==> src/rtl/life_pkg.sv <==
// rtl/life_pkg.sv - shared types, constants and helpers for the life evolve engine
package life_pkg;

    typedef enum logic {IDLE, RUN} state_t;

    localparam int NBR_W = 4;
    localparam logic [8:0] LIFE_B3  = 9'h008;
    localparam logic [8:0] LIFE_S23 = 9'h00C;

    // Rows wider than POP_MAX_W cells are not supported by popcount.
    localparam int POP_MAX_W = 64;

    function automatic int unsigned popcount(input logic [POP_MAX_W-1:0] v);
        int unsigned c;
        c = 0;
        for (int i = 0; i < POP_MAX_W; i++) begin
            c = c + {31'd0, v[i]};
        end
        return c;
    endfunction

endpackage

==> src/rtl/life_row_eval.sv <==
// rtl/life_row_eval.sv - combinational next-state evaluation of one grid row
module life_row_eval
    import life_pkg::*;
#(
    parameter int P_PARAM_N = 5
) (
    input  logic [P_PARAM_N-1:0] above,
    input  logic [P_PARAM_N-1:0] cur,
    input  logic [P_PARAM_N-1:0] below,
    input  logic                 wrap,
    input  logic [8:0]           birth_mask,
    input  logic [8:0]           surv_mask,
    output logic [P_PARAM_N-1:0] nxt
);

    for (genvar j = 0; j < P_PARAM_N; j++) begin : g_col
        localparam int JL = (j == 0) ? P_PARAM_N - 1 : j - 1;
        localparam int JR = (j == P_PARAM_N - 1) ? 0 : j + 1;

        logic             lv;
        logic             rv;
        logic [NBR_W-1:0] cnt;

        // Edge columns only see their wrapped neighbour when wrap is on;
        // with N=2 the left and right neighbour alias and count twice.
        assign lv  = (j != 0) || wrap;
        assign rv  = (j != P_PARAM_N - 1) || wrap;
        assign cnt = NBR_W'(above[j]) + NBR_W'(below[j])
                   + NBR_W'(above[JL] & lv) + NBR_W'(cur[JL] & lv) + NBR_W'(below[JL] & lv)
                   + NBR_W'(above[JR] & rv) + NBR_W'(cur[JR] & rv) + NBR_W'(below[JR] & rv);
        assign nxt[j] = cur[j] ? surv_mask[cnt] : birth_mask[cnt];
    end

endmodule

==> src/rtl/life_evolve_engine.sv <==
// rtl/life_evolve_engine.sv - row-serial rule-programmable Game-of-Life generation engine
module life_evolve_engine
    import life_pkg::*;
#(
    parameter int P_PARAM_N = 5,
    parameter int P_PARAM_M = 5,
    parameter int P_GEN_W   = 16
) (
    input  logic                                   clk,
    input  logic                                   rst,
    input  logic                                   start,
    input  logic                                   wrap,
    input  logic [8:0]                             birth_mask,
    input  logic [8:0]                             surv_mask,
    input  logic [P_PARAM_N*P_PARAM_M-1:0]         prev,
    output logic [P_PARAM_N*P_PARAM_M-1:0]         next,
    output logic                                   busy,
    output logic                                   done,
    output logic [P_GEN_W-1:0]                     gen_count,
    output logic [$clog2(P_PARAM_N*P_PARAM_M+1)-1:0] live_count,
    output logic                                   changed
);

    localparam int N      = P_PARAM_N;
    localparam int M      = P_PARAM_M;
    localparam int LIVE_W = $clog2(N*M+1);
    localparam int ROW_W  = $clog2(M);

    state_t            state;
    logic [ROW_W-1:0]  row;
    logic [N-1:0]      snap [M];
    logic [N-1:0]      next_rows [M];
    logic              wrap_q;
    logic [8:0]        birth_q;
    logic [8:0]        surv_q;
    logic [LIVE_W-1:0] live_acc;
    logic              chg_acc;

    logic [N-1:0]      above_r;
    logic [N-1:0]      cur_r;
    logic [N-1:0]      below_r;
    logic [N-1:0]      row_nxt;
    logic [LIVE_W-1:0] row_pop;
    logic              row_mism;
    logic              last_row;

    // Rows outside the grid are either the opposite edge (wrap) or all dead.
    always_comb begin
        last_row = (row == ROW_W'(M - 1));
        cur_r    = snap[row];
        above_r  = '0;
        below_r  = '0;
        if (row == '0) begin
            if (wrap_q) above_r = snap[M-1];
        end else begin
            above_r = snap[row - ROW_W'(1)];
        end
        if (last_row) begin
            if (wrap_q) below_r = snap[0];
        end else begin
            below_r = snap[row + ROW_W'(1)];
        end
    end

    life_row_eval #(.P_PARAM_N(N)) u_row_eval (
        .above      (above_r),
        .cur        (cur_r),
        .below      (below_r),
        .wrap       (wrap_q),
        .birth_mask (birth_q),
        .surv_mask  (surv_q),
        .nxt        (row_nxt)
    );

    assign row_pop  = LIVE_W'(popcount(POP_MAX_W'(row_nxt)));
    assign row_mism = |(row_nxt ^ cur_r);

    for (genvar i = 0; i < M; i++) begin : g_next
        assign next[i*N +: N] = next_rows[i];
    end

    always_ff @(posedge clk) begin
        if (rst) begin
            state      <= IDLE;
            row        <= '0;
            wrap_q     <= 1'b0;
            birth_q    <= '0;
            surv_q     <= '0;
            live_acc   <= '0;
            chg_acc    <= 1'b0;
            busy       <= 1'b0;
            done       <= 1'b0;
            gen_count  <= '0;
            live_count <= '0;
            changed    <= 1'b0;
            for (int i = 0; i < M; i++) begin
                snap[i]      <= '0;
                next_rows[i] <= '0;
            end
        end else begin
            done <= 1'b0;
            case (state)
                IDLE: begin
                    if (start) begin
                        for (int i = 0; i < M; i++) snap[i] <= prev[i*N +: N];
                        wrap_q   <= wrap;
                        birth_q  <= birth_mask;
                        surv_q   <= surv_mask;
                        row      <= '0;
                        live_acc <= '0;
                        chg_acc  <= 1'b0;
                        busy     <= 1'b1;
                        state    <= RUN;
                    end
                end
                RUN: begin
                    next_rows[row] <= row_nxt;
                    live_acc       <= live_acc + row_pop;
                    chg_acc        <= chg_acc | row_mism;
                    if (last_row) begin
                        live_count <= live_acc + row_pop;
                        changed    <= chg_acc | row_mism;
                        gen_count  <= gen_count + P_GEN_W'(1);
                        done       <= 1'b1;
                        busy       <= 1'b0;
                        state      <= IDLE;
                    end else begin
                        row <= row + ROW_W'(1);
                    end
                end
                default: state <= IDLE;
            endcase
        end
    end

endmodule

==> config.mk <==
export PLATFORM = sky130hd
export DESIGN_NAME = life_evolve_engine
export DESIGN_NICKNAME = d
export VERILOG_FILES = /design/src/rtl/life_pkg.sv /design/src/rtl/life_row_eval.sv /design/src/rtl/life_evolve_engine.sv
export SDC_FILE = /design/constraint.sdc
export NUM_CORES = 1
export LEC_CHECK = 0
export CORE_ASPECT_RATIO = 1.75
export CORE_MARGIN = 4
export CORE_UTILIZATION = 61
export CTS_BUF_LIST = sky130_fd_sc_hd__clkbuf_4 sky130_fd_sc_hd__clkbuf_8
export DETAILED_ROUTE_END_ITERATION = 10
export HOLD_SLACK_MARGIN = 0.12
export PLACE_DENSITY = 0.88
export SYNTH_ARGS = -nofsm -noshare
export SYNTH_HDL_FRONTEND = slang
export SYNTH_HIERARCHICAL = 1
export SYNTH_SLANG_ARGS = --single-unit
==> constraint.sdc <==
create_clock -name clk -period 15.2 [get_ports clk]
set_clock_uncertainty 0.1 [all_clocks]
set_input_delay 3.04 -clock clk [delete_from_list [all_inputs] [get_ports clk]]
set_output_delay 3.04 -clock clk [all_outputs]
set_load 0.01 [all_outputs]
# == Word-level counts from Yosys, hierarchy flattened ==
# Memories as Yosys holds them, arrays and structs flattened. A register that Yosys moved wholly into a read port is not among the register bits.
# Cells that the tools add are included.
# word_totals
reg_bits,53
ram_bits,50
output_inout_bits,49
n_memories,2
# op_classes
add_sub_neg,43
order_cmp,5
eq_ne,4
mux,61
n_bitwise,14
n_reduce_logical,8
# mem_list
memory,words,width,rd,rd_clocked_by_memory_dff,wr,line,text
next_rows,5,5,5,0,5,life_evolve_engine.sv:32,logic [N-1:0] next_rows [M];
snap,5,5,5,1,5,life_evolve_engine.sv:31,logic [N-1:0] snap [M];
# ops
operator,count
$add A4 B1 Y4,25
$mux W5,11
$bmux W1 S4,10
$mux W1,30
$lt A4 B5 Y1 const B,5
$add A16 B1 Y16 const B,1
$mux W3,5
$add A1 B1 Y2,6
$add A4 B4 Y4,3
$pmux W5 S2,1
$reduce_or A5 Y1,2
$add A3 B1 Y4,2
$reduce_and A2 Y1,4
$add A2 B1 Y3,2
$and A1 B1 Y1,6
$or A1 B1 Y1,6
$pmux W1 S2,3
$pmux W3 S2,1
$add A4 B1 Y5,1
$add A5 B5 Y5,1
$xor A5 B5 Y5,1
$ne A2 B2 Y1 const B,2
$add A3 B1 Y3 const B,1
$eq A3 B3 Y1 const B,1
5 further kinds,5

# == Longest topological paths before layout ==
# Gate-level depths: netlist (run 1).
# An unclocked memory read counts as a cell.
# logic_depth
depth_word,19
depth_mapped,34

# == Hierarchy ==
# The synthesis (run 1) kept the hierarchy.
# modules_own_cells
mod,instances,cells_each,area_each_um2
life_evolve_engine,1,439,5016.1
life_row_eval,1,151,1681.6

# == Worst setup path after synthesis (run 1) ==
# OpenSTA, ideal clock, no wires.
# synth_timing
path_kind,flip-flop to flip-flop
from,register row[0]
to,register live_acc[4]
arrival_time_ps,7934
t_required_ps,14972
slack_ps,7038
path_stages_with_launch,32
path_cell_list,dfxtp_1 > buf_1 > clkbuf_1 > inv_1 > ha_1 > buf_1 > mux4_2 > a221oi_1 > a21oi_1 > inv_1 > fa_1 > fa_1 > fa_1 > inv_1 > ha_1 > fa_1 > mux4_1 > mux4_2 > nand2_1 > o21ai_1 > fa_1 > inv_1 > fa_1 > inv_1 > ha_1 > inv_1 > fa_1 > nor2b_1 > o21ai_0 > xnor2_1 > a21oi_1 > nor2_1
# synth_rtl
item,line,text
"start, declared",life_evolve_engine.sv:30,logic [ROW_W-1:0] row;
"start signal, assigned",life_evolve_engine.sv:128,row <= row + ROW_W'(1);
$sub A3 B1 Y3,life_evolve_engine.sv:56,above_r = snap[row - ROW_W'(1)];
$mem_v2 Z5 W5,-,
$mux W5 (*),life_evolve_engine.sv:53,if (row == '0) begin
named net above_r[2],life_evolve_engine.sv:39,logic [N-1:0] above_r;
$add A1 B1 Y2 (*),life_row_eval.sv:28,assign cnt = NBR_W'(above[j]) + NBR_W'(below[j])
$add A4 B1 Y4 (*) (3 in a row),life_row_eval.sv:29,+ NBR_W'(above[JL] & lv) + NBR_W'(cur[JL] & lv) + NBR_W'(below[JL] & lv)
$add A4 B1 Y4 (*) (3 in a row),life_row_eval.sv:30,+ NBR_W'(above[JR] & rv) + NBR_W'(cur[JR] & rv) + NBR_W'(below[JR] & rv);
$bmux W1 S4,life_row_eval.sv:31,assign nxt[j] = cur[j] ? surv_mask[cnt] : birth_mask[cnt];
$mux W1 (not written as such),life_row_eval.sv:31,
$mux W1 (*),life_row_eval.sv:31,
named net row_nxt[2],life_evolve_engine.sv:42,logic [N-1:0] row_nxt;
$add A2 B1 Y3 (*),life_pkg.sv:17,"c = c + {31'd0, v[i]};"
$add A3 B1 Y4 (*),life_pkg.sv:17,
$add A4 B1 Y5 (*),life_pkg.sv:17,
$add A5 B5 Y5 (*),life_evolve_engine.sv:118,live_acc <= live_acc + row_pop;
$pmux W5 S2 (*),life_evolve_engine.sv:102,case (state)
"end signal, assigned",life_evolve_engine.sv:118,
"end, declared",life_evolve_engine.sv:36,logic [LIVE_W-1:0] live_acc;
# The timed path passes the listed nets; every way through them passes the cells marked *. The select of a mux whose other input is x is not followed.
# A chain may end at the register's enable or synchronous reset.

# == Worst setup path in the final report (run 1) ==
# Ends and elaborated chain as after synthesis.

==> reports/metrics.cfg, run 1 <==
[placement]
gpl.final_weighted_congestion = 0.8925
port_buffers = 95
place.detailed.instances = 785
dp_hpwl_microns = 11690
place_area_sq_um = 7627

[sta]
slew_headroom = 0.1849
clock.fmax_ghz = 0.1156
finalSetupViolations = 0
grt_setup_unrepaired = false
report.final.hold_viol_count = 0
drv_slew = 0
tightest_slew_ns = 1.210
final_min_period_over_clock_period = 0.5693
setup_tns_ns = 0
finalCriticalPeriod_ns = 8.653

[yosys]
synth_top_flop_cell = sky130_fd_sc_hd__dfxtp_1
postSynthAreaPerCell_sq_um = 11.35
synth_top_area_frac = 0.2242
synthesis.yosys.warnings = 6
synth-async-reset-ratio = 0
post_synth_main_area_contributors = sky130_fd_sc_hd__edfxtp_1 (22%), sky130_fd_sc_hd__dfxtp_1 (17%), sky130_fd_sc_hd__fa_1 (6.9%)
synth_sequential_area_ratio = 0.3916
count_of_flip_flops_with_a_built_in_enable_after_synthesis = 50
ys_ff_latch = 106
yosys.area.top_type = sky130_fd_sc_hd__edfxtp_1
cells_after_synthesis = 590
synth_nets = 683
syn-cell-area_sq_um = 6698
unique_masters_post_synth = 51

[global_route]
grt_antenna_before_repair = 0
gr-usage-all-layers = 0.2434
grt_start_max_net_pins = 45
grt_pass1_wl_microns = 24160
grt-ovfl-total = 0
via_count_of_the_first_global_routing_pass = 4986

[power_and_ir_drop]
static-leakage-power_nw = 3.174
netSwitchingFraction = 0.3472
p_switching_mw = 0.2862
power.density_cell_area_nw_per_um2 = 105.5
share_clk_of_total_power = 0.200
vdd.ir_drop.worst_v = 0.00007107
part_of_the_total_power_dissipated_in_combinational_logic = 0.400
seq_power_share = 0.401
intPower_mw = 0.5381

[min_path]
hold_critical_path_depth = 2
min-delay-path-class = flop to flop
worst_hold_path.endpoint = live_count[2]
worst_hold_startpoint = live_count[2]

[clock_network]
cts-buffers-inserted = 9
post_cts_hold_buffer_count = 0
cts_tree = done
clk_root_buffer_cell = sky130_fd_sc_hd__clkbuf_8
clock_sink_count = 106
worst_setup_hold_path_clk_slew_ns = 0.11
cts_max_level = 3
cts-root-to-sink-buffers = 2
postCtsResizedCells = 0
clock_latency_on_the_worst_skew_pair_ns = 0.38
cts_post_setup_buffers_inserted = 0

[route]
drt_pass_1_iters = 5
post_drt_via_cell_ratio = 6.140
finalWirelength_microns = 14990
routed-via-count = 4918
drt_drc_violations_left = 0
starting_drc_count_in_detailed_routing = 227
wl_per_cell_microns = 18.71
antenna_violating_nets_post_route = 0

[setup_path]
worst_setup_startpoint = row[0]
crit_path_max_delay_cell_type = sky130_fd_sc_hd__dfxtp_1
critical_path.reg2reg.endpoint = live_acc[4]
timing.critical_path.to_type = flop
start_kind = flop
cp_data_required_time_ns = 15.37
reg2reg_setup_slack_ns = 6.55
timing.critical_path.fanout_max = 21
cpMostUsedCell = sky130_fd_sc_hd__fa_1
depth_of_the_worst_register_to_register_path = 28
critical_path_at_ns = 8.83
critical_setup_path_class = flop to flop
timing.critical_path.slowest_cell_delay_ns = 0.91
rr_startpoint = row[0]

[layout]
commonest_non_fill_non_tap_cell_in_the_layout = sky130_fd_sc_hd__clkdlybuf4s50_1
stdcell_count = 801
fin_area_sq_um = 7810
mostFrequentLayoutCells = sky130_fd_sc_hd__clkdlybuf4s50_1 (95), sky130_fd_sc_hd__dfxtp_1 (56), sky130_fd_sc_hd__inv_1 (50), sky130_fd_sc_hd__edfxtp_1 (50), sky130_fd_sc_hd__and2_1 (47)
insertedDiodeCount = 0
post_route_cells_drive_above_1_share = 0.08942
synthToLayoutAreaGrowth_pct = 16.61
final_net_count = 759

[floorplan]
fp.coreArea_sq_um = 10700
floorplan.initialDensity = 0.6261
design.die.area_sq_um = 12790
boundaryPins = 96
rows = 50
fp.dieH_microns = 146.6
die_w_microns = 87.21

[run]
maxCapViolations = 0

[run_status]
run_status = finished, final reports clean

-- logic make-up after synthesis --
kind of cell    after synthesis  share of synthesized area
mux                          63                     0.1732
simple gates                181                     0.1399
compound gates               82                    0.08500
buf+inv                      83                    0.05959
fa+ha+maj                    46                     0.1117
xor+xnor                     29                    0.03904
flops                       106                     0.3916
-- power groups by stage --
stage	combinational [mW]	sequential, mW	clock (mW)
2_1_floorplan	0.260	0.330	0
3_3_place_gp	0.308	0.336	0
3_5_place_dp	0.324	0.337	0
4_1_cts	0.326	0.330	0.168
5_1_grt	0.353	0.333	0.179
6_report	0.329	0.330	0.164
-- layer usage --
layer | vias up | GRT usage | part of all wire
met4 | 0 | 0.1459 | 0.056
met2 | 217 | 0.4361 | 0.54
met1 | 2369 | 0.2551 | 0.34
li1 | 2277 | - | -
met3 | 55 | 0.04517 | 0.061
met5 | - | 0 | 0
-- registers in the layout, indices dropped and copies added, names as in the netlist, named ones only --
signal	flops
busy	1
gen_count	16
wrap_q	1
next_rows	25
row	3
birth_q	9
done	1
state	1
changed	1
chg_acc	1
surv_q	9
snap	25
live_count	5
live_acc	5
-- critical path: cells and delay by family, from the launching register on --
family / cells / cell delay [ns]
AOI/OAI and AO/OA: 5 / 0.88
DFF: 1 / 0.91
buffers and inverters: 6 / 0.61
xor gates and xnor gates: 1 / 0.15
adders and majority gates: 10 / 4.44
and+or+nand+nor: 3 / 0.25
muxes: 3 / 1.20
-- synth_stat cells, drive strengths merged, types with 2 or more instances --
cell / n
edfxtp: 50
a221oi: 5
mux2: 12
buf: 10
mux4: 36
nand4: 5
mux2i: 15
ha: 23
nor4: 4
nand3: 15
inv: 50
clkbuf: 23
dfxtp: 56
a21o: 5
or2: 3
and2: 47
xnor2: 11
nor2b: 2
a211oi: 2
xor2: 18
nor3: 10
nor2: 42
fa: 23
o21ai: 18
a22o: 19
and4: 3
and3: 4
nand2: 34
nor3b: 7
a311oi: 3
a21oi: 24
-- how the worst max path moves through the flow --
stage / to / slack [ns] / cells past startpoint
2_1_floorplan: live_acc[4] / 7.04 / 31
3_3_place_gp: live_acc[4] / 6.82 / 28
3_5_place_dp: live_count[4] / 6.56 / 28
4_1_cts: live_acc[4] / 6.54 / 28
5_1_grt: live_count[4] / 5.96 / 28
6_report: live_acc[4] / 6.55 / 28
-- cell type report --
class | instances | area [sq um]
inverter | 50 | 187.7
fill | 736 | 2888
clock buffer | 10 | 131.4
multi-input combinational | 401 | 3681
sequential | 106 | 2623
clock inverter | 6 | 51.30
timing repair buffer | 98 | 973.4
tap | 130 | 162.7
-- per-stage QoR --
stage               worst slack (ns)  utilization  total power, mW  hold slack (ns)
detailed placement             6.555       0.7130           0.6612           0.3574
floorplan                      7.038            -           0.5901           0.3805
CTS                            6.540       0.7301           0.8240           0.3730
global placement               6.821       0.7130           0.6438           0.3511
global route                   5.963       0.7301           0.8643           0.3956
finish                         6.547       0.7301           0.8243           0.3690
(Power assumes the default switching activity.)
==> run 2: changes to the inputs <==
Settings changed: CORE_UTILIZATION 61 to 52, PLACE_DENSITY 0.88 to 0.8.
Clock period 15.2 ns to 7.66 ns, I/O delays scaled along.
==> reports/metrics.cfg, run 2 (synthesis gave the netlist of run 1 again) <==
[run_status]
run_status = finished, final reports clean  ; unchanged

[route]
starting_drc_count_in_detailed_routing = 203  ; was 227
antenna_violating_nets_post_route = 0  ; unchanged
drt_drc_violations_left = 0  ; unchanged
routed-via-count = 4920  ; was 4918
finalWirelength_microns = 15570  ; was 14990 microns
highest-signal-layer = met4  ; unchanged
route.layer.met1.wl_microns = 5565  ; was 5131 microns
wl_met2_microns = 8688  ; was 8108 microns
post_drt_via_cell_ratio = 5.761  ; was 6.140
wl_per_cell_microns = 18.23  ; was 18.71 microns
drt_pass_1_iters = 4  ; was 5
met3_length_microns = 621  ; was 914 microns

[layout]
final_net_count = 774  ; was 759
layout_top_registers = next_rows: 25 flops, snap: 25 flops, gen_count: 16 flops  ; unchanged
ff_latch_area_sq_um = 2623  ; unchanged
post_route_cells_drive_above_1_share = 0.1239  ; was 0.08942
fillerInstances = 1017  ; was 736
utilization = 0.6391  ; was 0.7301
multi_input_comb_area_sq_um = 3720  ; was 3681 sq um
insertedDiodeCount = 0  ; unchanged
mostFrequentLayoutCells = sky130_fd_sc_hd__clkdlybuf4s50_1 (95), sky130_fd_sc_hd__dfxtp_1 (56), sky130_fd_sc_hd__edfxtp_1 (50), sky130_fd_sc_hd__inv_1 (48), sky130_fd_sc_hd__and2_1 (47)  ; was sky130_fd_sc_hd__clkdlybuf4s50_1 (95), sky130_fd_sc_hd__dfxtp_1 (56), sky130_fd_sc_hd__inv_1 (50), sky130_fd_sc_hd__edfxtp_1 (50), sky130_fd_sc_hd__and2_1 (47)
synthToLayoutAreaGrowth_pct = 19.91  ; was 16.61%
fin_area_sq_um = 8031  ; was 7810 sq um
commonest_non_fill_non_tap_cell_in_the_layout = sky130_fd_sc_hd__clkdlybuf4s50_1  ; unchanged
stdcell_count = 854  ; was 801

[setup_path]
start_kind = flop  ; unchanged
critical_path_at_ns = 7.57  ; was 8.83 ns
timing.critical_path.to_type = flop  ; unchanged
cpMostUsedCell = sky130_fd_sc_hd__inv_1  ; was sky130_fd_sc_hd__fa_1
timing.critical_path.fanout_max = 7  ; was 21
cp_data_required_time_ns = 7.88  ; was 15.37 ns
crit_path_max_delay_cell_type = sky130_fd_sc_hd__fa_2  ; was sky130_fd_sc_hd__dfxtp_1
timing.critical_path.slowest_cell_delay_ns = 0.59  ; was 0.91 ns
critical_setup_path_class = flop to flop  ; unchanged
reg2reg_setup_slack_ns = 0.31  ; was 6.55 ns

[sta]
tightest_slew_ns = 0.9837  ; was 1.210 ns
setup_tns_ns = 0  ; unchanged
clock.fmax_ghz = 0.1361  ; was 0.1156 GHz
worst_slack_ns = 0.3123  ; was 6.547 ns
report.final.hold_viol_count = 0  ; unchanged
drv_slew = 0  ; unchanged
finalCriticalPeriod_ns = 7.348  ; was 8.653 ns
final_min_period_over_clock_period = 0.9592  ; was 0.5693
finalSetupViolations = 0  ; unchanged
slew_headroom = 0.3435  ; was 0.1849
finalHoldWorstSlack_ns = 0.3787  ; was 0.3690 ns

[power_and_ir_drop]
vdd.ir_drop.worst_v = 0.0001080  ; was 0.00007107 V
netSwitchingFraction = 0.3377  ; was 0.3472
seq_power_share = 0.384  ; was 0.401
static-leakage-power_nw = 3.260  ; was 3.174 nW
intPower_mw = 1.123  ; was 0.5381 mW
power.density_cell_area_nw_per_um2 = 211.1  ; was 105.5 nW/um^2
part_of_the_total_power_dissipated_in_combinational_logic = 0.404  ; was 0.400
power.total_mw = 1.695  ; was 0.8243 mW
share_clk_of_total_power = 0.212  ; was 0.200
p_switching_mw = 0.5725  ; was 0.2862 mW

[floorplan]
fp.coreArea_sq_um = 12570  ; was 10700 sq um
fp.dieH_microns = 158.1  ; was 146.6 microns
boundaryPins = 96  ; unchanged
die_w_microns = 93.79  ; was 87.21 microns
rows = 54  ; was 50
floorplan.initialDensity = 0.5330  ; was 0.6261
design.die.area_sq_um = 14830  ; was 12790 sq um

[clock_network]
clock_latency_on_the_worst_skew_pair_ns = 0.38  ; about the same
worst_setup_hold_path_clk_slew_ns = 0.10  ; was 0.11 ns
cts-buffers-inserted = 9  ; unchanged
cts-root-to-sink-buffers = 2  ; unchanged
cts_max_level = 3  ; unchanged
clock_sink_count = 106  ; unchanged
cts_tree = done  ; unchanged
clk_root_buffer_cell = sky130_fd_sc_hd__clkbuf_8  ; unchanged

[global_route]
gr-usage-all-layers = 0.2164  ; was 0.2434
via_count_of_the_first_global_routing_pass = 5051  ; was 4986
grt-ovfl-total = 0  ; unchanged
grt_pass1_wl_microns = 24750  ; was 24160 microns
grt_antenna_before_repair = 0  ; unchanged
grt_start_max_net_pins = 45  ; unchanged

[min_path]
min-delay-path-class = flop to flop  ; unchanged

[placement]
port_buffers = 95  ; unchanged
place.detailed.instances = 837  ; was 785
dp_hpwl_microns = 12180  ; was 11690 microns
place_area_sq_um = 7780  ; was 7627 sq um
detailedPlace.worstSlack_ns = 0.08412  ; was 6.555 ns
gpl.final_weighted_congestion = 0.9253  ; was 0.8925

[run]
maxCapViolations = 0  ; unchanged

## run 2: layer usage
| layer | track usage | vias to the layer above |
|---|---|---|
| met2 | 0.4127 | 159 |
| met1 | 0.2247 | 2411 |
| met3 | 0.02806 | 46 |
| met4 | 0.1150 | 0 |
| li1 | - | 2304 |
| met5 | 0 | - |
## run 2: worst paths after layout
check / startpoint / to / cells after the start
worst min register to register: live_count[0] / live_count[0] / 2
worst min-delay path: live_count[0] / live_count[0] / 2
worst max register to register: row[1] / live_acc[4] / 31
worst max-delay path: row[1] / live_acc[4] / 31
## run 2: critical path, delay by kind of cell (launching register included)
kind,cells,cell delay (ns)
simple gates,5,0.59
fa+ha+maj,9,3.55
mux,4,1.26
flops,1,0.39
buf+inv,7,0.49
compound gates,5,0.70
xor+xnor,1,0.21
## run 2: repair_timing
action	in CTS	in global routing
setup endpoints to repair	0	8
hold endpoints to repair	0	0
gates resized for setup	0	13
hold buffers	0	0
buffers inserted	0	1
## run 2: power by group through the flow
stage	Clock (mW)	Combinational [mW]	Sequential, mW
detailed placement	0	0.673	0.664
CTS	0.363	0.676	0.651
finish	0.359	0.685	0.652
global route	0.384	0.744	0.656
global placement	0	0.639	0.662
floorplan	0	0.516	0.655
## run 2: area by class of cell
| class | instances | share of cell area |
|---|---|---|
| timing repair buffer | 113 | 0.1357 |
| multi-input combinational | 401 | 0.4632 |
| inverter | 50 | 0.02337 |
| clock inverter | 6 | 0.007945 |
| clock buffer | 10 | 0.01714 |
| sequential | 106 | 0.3265 |
| tap | 168 | 0.02617 |
